<file path="src/rtl/bcd2bin_fsm.sv">
// Bit-serial reverse double-dabble: packed BCD in, unsigned binary out.
// One shift or one nibble-correct step per clock; 30 cycles per conversion.
module bcd2bin_fsm #(
  parameter int DIGITS = 4,
  parameter int BIN_W  = 14
) (
  input  logic                  clk100Mhz,
  input  logic                  rst_n,
  input  logic                  start,
  input  logic [4*DIGITS-1:0]   bcd,
  output logic [BIN_W-1:0]      bin,
  output logic                  busy,
  output logic                  done,
  output logic                  err
);

  localparam int CNT_W = $clog2(BIN_W + 1);
  localparam logic [CNT_W-1:0] CNT_LAST = CNT_W'(BIN_W);
  localparam logic [CNT_W-1:0] CNT_ONE  = CNT_W'(1);

  localparam logic [1:0] S_IDLE      = 2'd0;
  localparam logic [1:0] S_SHIFT     = 2'd1;
  localparam logic [1:0] S_CHECK_SUB = 2'd2;
  localparam logic [1:0] S_FINISH    = 2'd3;

  logic [1:0]          state_q, state_d;
  logic [CNT_W-1:0]    cnt_q, cnt_d;
  logic [4*DIGITS-1:0] r_bcd_q, r_bcd_d;
  logic [BIN_W-1:0]    w_bin_q, w_bin_d;
  logic [BIN_W-1:0]    bin_q, bin_d;
  logic                busy_q, busy_d;
  logic                done_q, done_d;
  logic                err_q, err_d;

  logic [DIGITS-1:0]   bad_nib;
  logic [4*DIGITS-1:0] r_bcd_fix;

  // Per-nibble input validity and the independent "-3 if >= 8" correction.
  generate
    for (genvar gi = 0; gi < DIGITS; gi++) begin : g_nib
      assign bad_nib[gi] = (bcd[4*gi +: 4] > 4'd9);
      assign r_bcd_fix[4*gi +: 4] = (r_bcd_q[4*gi +: 4] >= 4'd8) ?
                                    (r_bcd_q[4*gi +: 4] - 4'd3) : r_bcd_q[4*gi +: 4];
    end
  endgenerate

  always_comb begin
    state_d = state_q;
    cnt_d   = cnt_q;
    r_bcd_d = r_bcd_q;
    w_bin_d = w_bin_q;
    bin_d   = bin_q;
    busy_d  = busy_q;
    done_d  = done_q;
    err_d   = err_q;
    case (state_q)
      S_IDLE: begin
        done_d = 1'b0;
        cnt_d  = '0;
        if (start) begin
          if (|bad_nib) begin
            err_d  = 1'b1;
            done_d = 1'b1;
          end else begin
            r_bcd_d = bcd;
            w_bin_d = '0;
            err_d   = 1'b0;
            busy_d  = 1'b1;
            state_d = S_SHIFT;
          end
        end
      end
      S_SHIFT: begin
        {r_bcd_d, w_bin_d} = {1'b0, r_bcd_q, w_bin_q[BIN_W-1:1]};
        cnt_d   = cnt_q + CNT_ONE;
        state_d = S_CHECK_SUB;
      end
      S_CHECK_SUB: begin
        r_bcd_d = r_bcd_fix;
        state_d = (cnt_q < CNT_LAST) ? S_SHIFT : S_FINISH;
      end
      default: begin
        bin_d   = w_bin_q;
        done_d  = 1'b1;
        busy_d  = 1'b0;
        state_d = S_IDLE;
      end
    endcase
  end

  always_ff @(posedge clk100Mhz) begin
    if (!rst_n) begin
      state_q <= S_IDLE;
      cnt_q   <= '0;
      r_bcd_q <= '0;
      w_bin_q <= '0;
      bin_q   <= '0;
      busy_q  <= 1'b0;
      done_q  <= 1'b0;
      err_q   <= 1'b0;
    end else begin
      state_q <= state_d;
      cnt_q   <= cnt_d;
      r_bcd_q <= r_bcd_d;
      w_bin_q <= w_bin_d;
      bin_q   <= bin_d;
      busy_q  <= busy_d;
      done_q  <= done_d;
      err_q   <= err_d;
    end
  end

  assign bin  = bin_q;
  assign busy = busy_q;
  assign done = done_q;
  assign err  = err_q;

endmodule
</file>
<file path="config.mk">
export PLATFORM = sky130hd
export DESIGN_NAME = bcd2bin_fsm
export DESIGN_NICKNAME = d
export VERILOG_FILES = /design/src/rtl/bcd2bin_fsm.sv
export SDC_FILE = /design/constraint.sdc
export NUM_CORES = 1
export LEC_CHECK = 0
export BUFFER_PORTS_ARGS = -buffer_cell sky130_fd_sc_hd__buf_2
export CORE_ASPECT_RATIO = 1.5
export CORE_MARGIN = 2
export CORE_UTILIZATION = 50
export DETAILED_ROUTE_END_ITERATION = 7
export PLACE_DENSITY_LB_ADDON = 0.25
export SETUP_SLACK_MARGIN = 0.1
export SLEW_MARGIN = 30
export SYNTH_ARGS = -nofsm -noshare
export SYNTH_HDL_FRONTEND = slang
export SYNTH_SLANG_ARGS = --single-unit
</file>
<file path="constraint.sdc">
create_clock -name clk100Mhz -period 2 [get_ports clk100Mhz]
set_input_delay 0.3 -clock clk100Mhz [delete_from_list [all_inputs] [get_ports clk100Mhz]]
set_output_delay 0.3 -clock clk100Mhz [all_outputs]
set_load 0.1 [all_outputs]
</file>
==> impl_metrics.yaml <==
timing:
  hold_viol_final: 0
  relSlewSlack: 0.6465
  slew_violations: 0
  tns_ns: 0
  whs_ns: 0.2894
  setup_viol: 0
  fin_ws_ns: 0.1858
  fmax_mhz: 551.2
  min_period_ns: 1.814
  post-route-period-util: 0.9071
  rsz0062_at_grt: "no"
  fin_skew_ns: 0.007876
  max_slew.worst_pin.slew_ns: 0.5296
place:
  io_buffers: 35
  post-place-cells: 384
  dpl_worst_slack_ns: 0.09951
  dpl_cell_area_um2: 2967
  hpwl_um: 4331
  gp_congestion: 0.8606
grt:
  grt_use_total: 0.2135
  grt_pass1_wl_um: 10270
  grt_max_degree: 32
  first_global_vias: 2290
  overflow: 0
  grt_antenna_before_repair: 0
synth:
  yosysTopAreaCellShare: 0.3926
  syn_nets: 323
  synth_ff_type: "dfxtp_1"
  ys_ff_latch: 53
  synth_common_cells: "dfxtp_1, nor2_1, mux2i_1, o211ai_1, inv_1"
  yosysTopAreaCell: "dfxtp_1"
  ys_async_sr_fraction: 0
  syn_area_um2: 2703
  ys_types: 41
  synthMostInstantiatedCell: "dfxtp_1"
  ys_warn_count: 0
  synth-edff-count: 0
  ys_seq_area_frac: 0.3926
  synth_cells: 290
  synthTopCellsByArea: "dfxtp_1, ha_1, mux2i_1"
  syn_area_per_cell_um2: 9.319
clocking:
  cts-root-buf: "clkbuf_8"
  cts_tree: "built"
  cts.clk_slew.worst_paths_ns: 0.10
  clk_latency_ns: 0.31
  clockBufferDepth: 2
  htreeDepth: 2
  numCtsBuffers: 5
  cts.sinks: 53
  hold_buffers: 0
worst_setup_path:
  regToRegEndpoint: "r_bcd_q[12]"
  critPathLaunch: "state_q[0]"
  r2r_cells: 6
  cp_data_arrival_time_ns: 2.01
  crit_fanout: 8
  crit_type: "reg2reg"
  path_cells: "inv_1, ha_1, nor2b_2, or3_1, o211ai_1, o41ai_2"
  endpoint: "r_bcd_q[12]"
  cp-end-kind: "flop"
  cp.depth: 6
  critPathMaxStageDelay_ns: 0.43
  slowest_stage: "or3_1"
  r2r_slack_ns: 0.19
  worstReg2RegStart: "state_q[0]"
  crit_buf_inv: 1
  worst_setup_path_start_kind: "flop"
  crit_family: "simple AND/OR/NAND/NOR gates"
  cp.required_ns: 2.20
route:
  wl_met3_um: 242
  ant_nets: 0
  wl_met2_um: 3206
  top_layer_used: "met4"
  drcViolationCount: 0
  wl_per_cell_um: 15.75
  dr.pass1.iters: 4
  viasPerCell: 6.059
  first_iter_violations: 154
  vias: 2381
  wl_met1_um: 2615
  wl_um: 6190
die:
  start_util: 0.5233
  die_h_um: 94.04
  design.die.area_um2: 6021
  coreArea_um2: 5165
  std_cell_rows: 32
  num_io_pins: 36
  die_x_um: 64.03
finish:
  antenna_cells: 0
  final_nets: 357
  final_cell_area_um2: 3126
  instances_no_fill: 393
  drive_above_1_share: 0.2338
  area_growth_pct: 15.65
pwr:
  p_leak_uw: 0.001210
  max-vdd-ir-drop_mv: 0.3331
  power_density_nw_per_um2: 664.3
run:
  cap_viol_max_count: 0
worst_hold_path:
  min_path_type: "in2reg"
status:
  status: "finished clean"
timing repair:
| action | in CTS | in global routing |
|---|---|---|
| gates resized for setup | 2 | 11 |
| setup endpoints to repair | 2 | 30 |
| pin swaps | 0 | 0 |
| setup buffers | 0 | 1 |
| hold endpoints to repair | 0 | 0 |
state kept, by name, indices dropped and copies added (netlist names):
register  flops
r_bcd_q      16
bin          14
w_bin_q      14
cnt_q         4
state_q       2
busy          1
done          1
err           1
area by class of cell:
class / instances / area, µm²
multi-input cells: 201 / 1538
flip-flops and latches: 53 / 1064
well taps: 68 / 85.08
repair buffers: 48 / 289.0
clock inverters: 3 / 21.27
fillers: 457 / 2039
clock buffers: 5 / 68.82
inverters: 15 / 60.06
through the flow:
step,total power (µW),utilization
2_1_floorplan,1361,-
3_3_place_gp,1453,0.5744
3_5_place_dp,1458,0.5744
4_1_cts,2075,0.5925
5_1_grt,2172,0.6051
6_report,2076,0.6051
report_power, final:
part | leakage, µW | total, µW | switching [µW] | internal (µW)
Sequential | 0.000430 | 1110 | 30.5 | 1080
Clock | 0.0000445 | 622 | 373 | 249
Combinational | 0.000736 | 342 | 220 | 122
tightest hold or removal path, delay by kind of cell:
family	cells	cell delay (ns)
buffers and inverters	1	0.10
AND/OR/NAND/NOR	1	0.09
AO/OA/AOI/OAI	1	0.07
placed cells by master, fill, tap and decap left out, types with 7 or more instances in the layout:
cell	count
a21oi_1	14
a221oi_1	8
a32o_1	14
buf_2	35
buf_4	11
dfxtp_1	51
ha_1	13
inv_1	14
mux2i_1	17
nand2_1	12
nor2_1	34
o211ai_1	16
o41ai_1	7
worst min path at each step:
stage | end | cells past startpoint | slack (ns) | startpoint
4_1_cts | r_bcd_q[12] | 3 | 0.27 | bcd[12]
6_report | r_bcd_q[8] | 3 | 0.29 | bcd[8]
3_3_place_gp | w_bin_q[0] | 1 | 0.45 | w_bin_q[0]
5_1_grt | r_bcd_q[4] | 3 | 0.30 | bcd[4]
2_1_floorplan | w_bin_q[0] | 1 | 0.44 | w_bin_q[0]
3_5_place_dp | w_bin_q[0] | 1 | 0.47 | w_bin_q[0]
per-layer routing:
layer  track usage  vias up
met2        0.3802       57
met5             0        -
met3       0.03717       12
met4        0.1033        0
li1              -     1159
met1        0.2421     1153
logic make-up after synthesis:
| kind of cell | count (synthesis) | synth area share |
|---|---|---|
| buffers and inverters | 36 | 0.05740 |
| DFF | 53 | 0.3926 |
| adders and majority gates | 14 | 0.06482 |
| muxes | 17 | 0.06296 |
| AOI/OAI and AO/OA | 92 | 0.2741 |
| xor gates and xnor gates | 8 | 0.02593 |
| and+or+nand+nor | 70 | 0.1222 |
(Power assumes the default switching activity.)
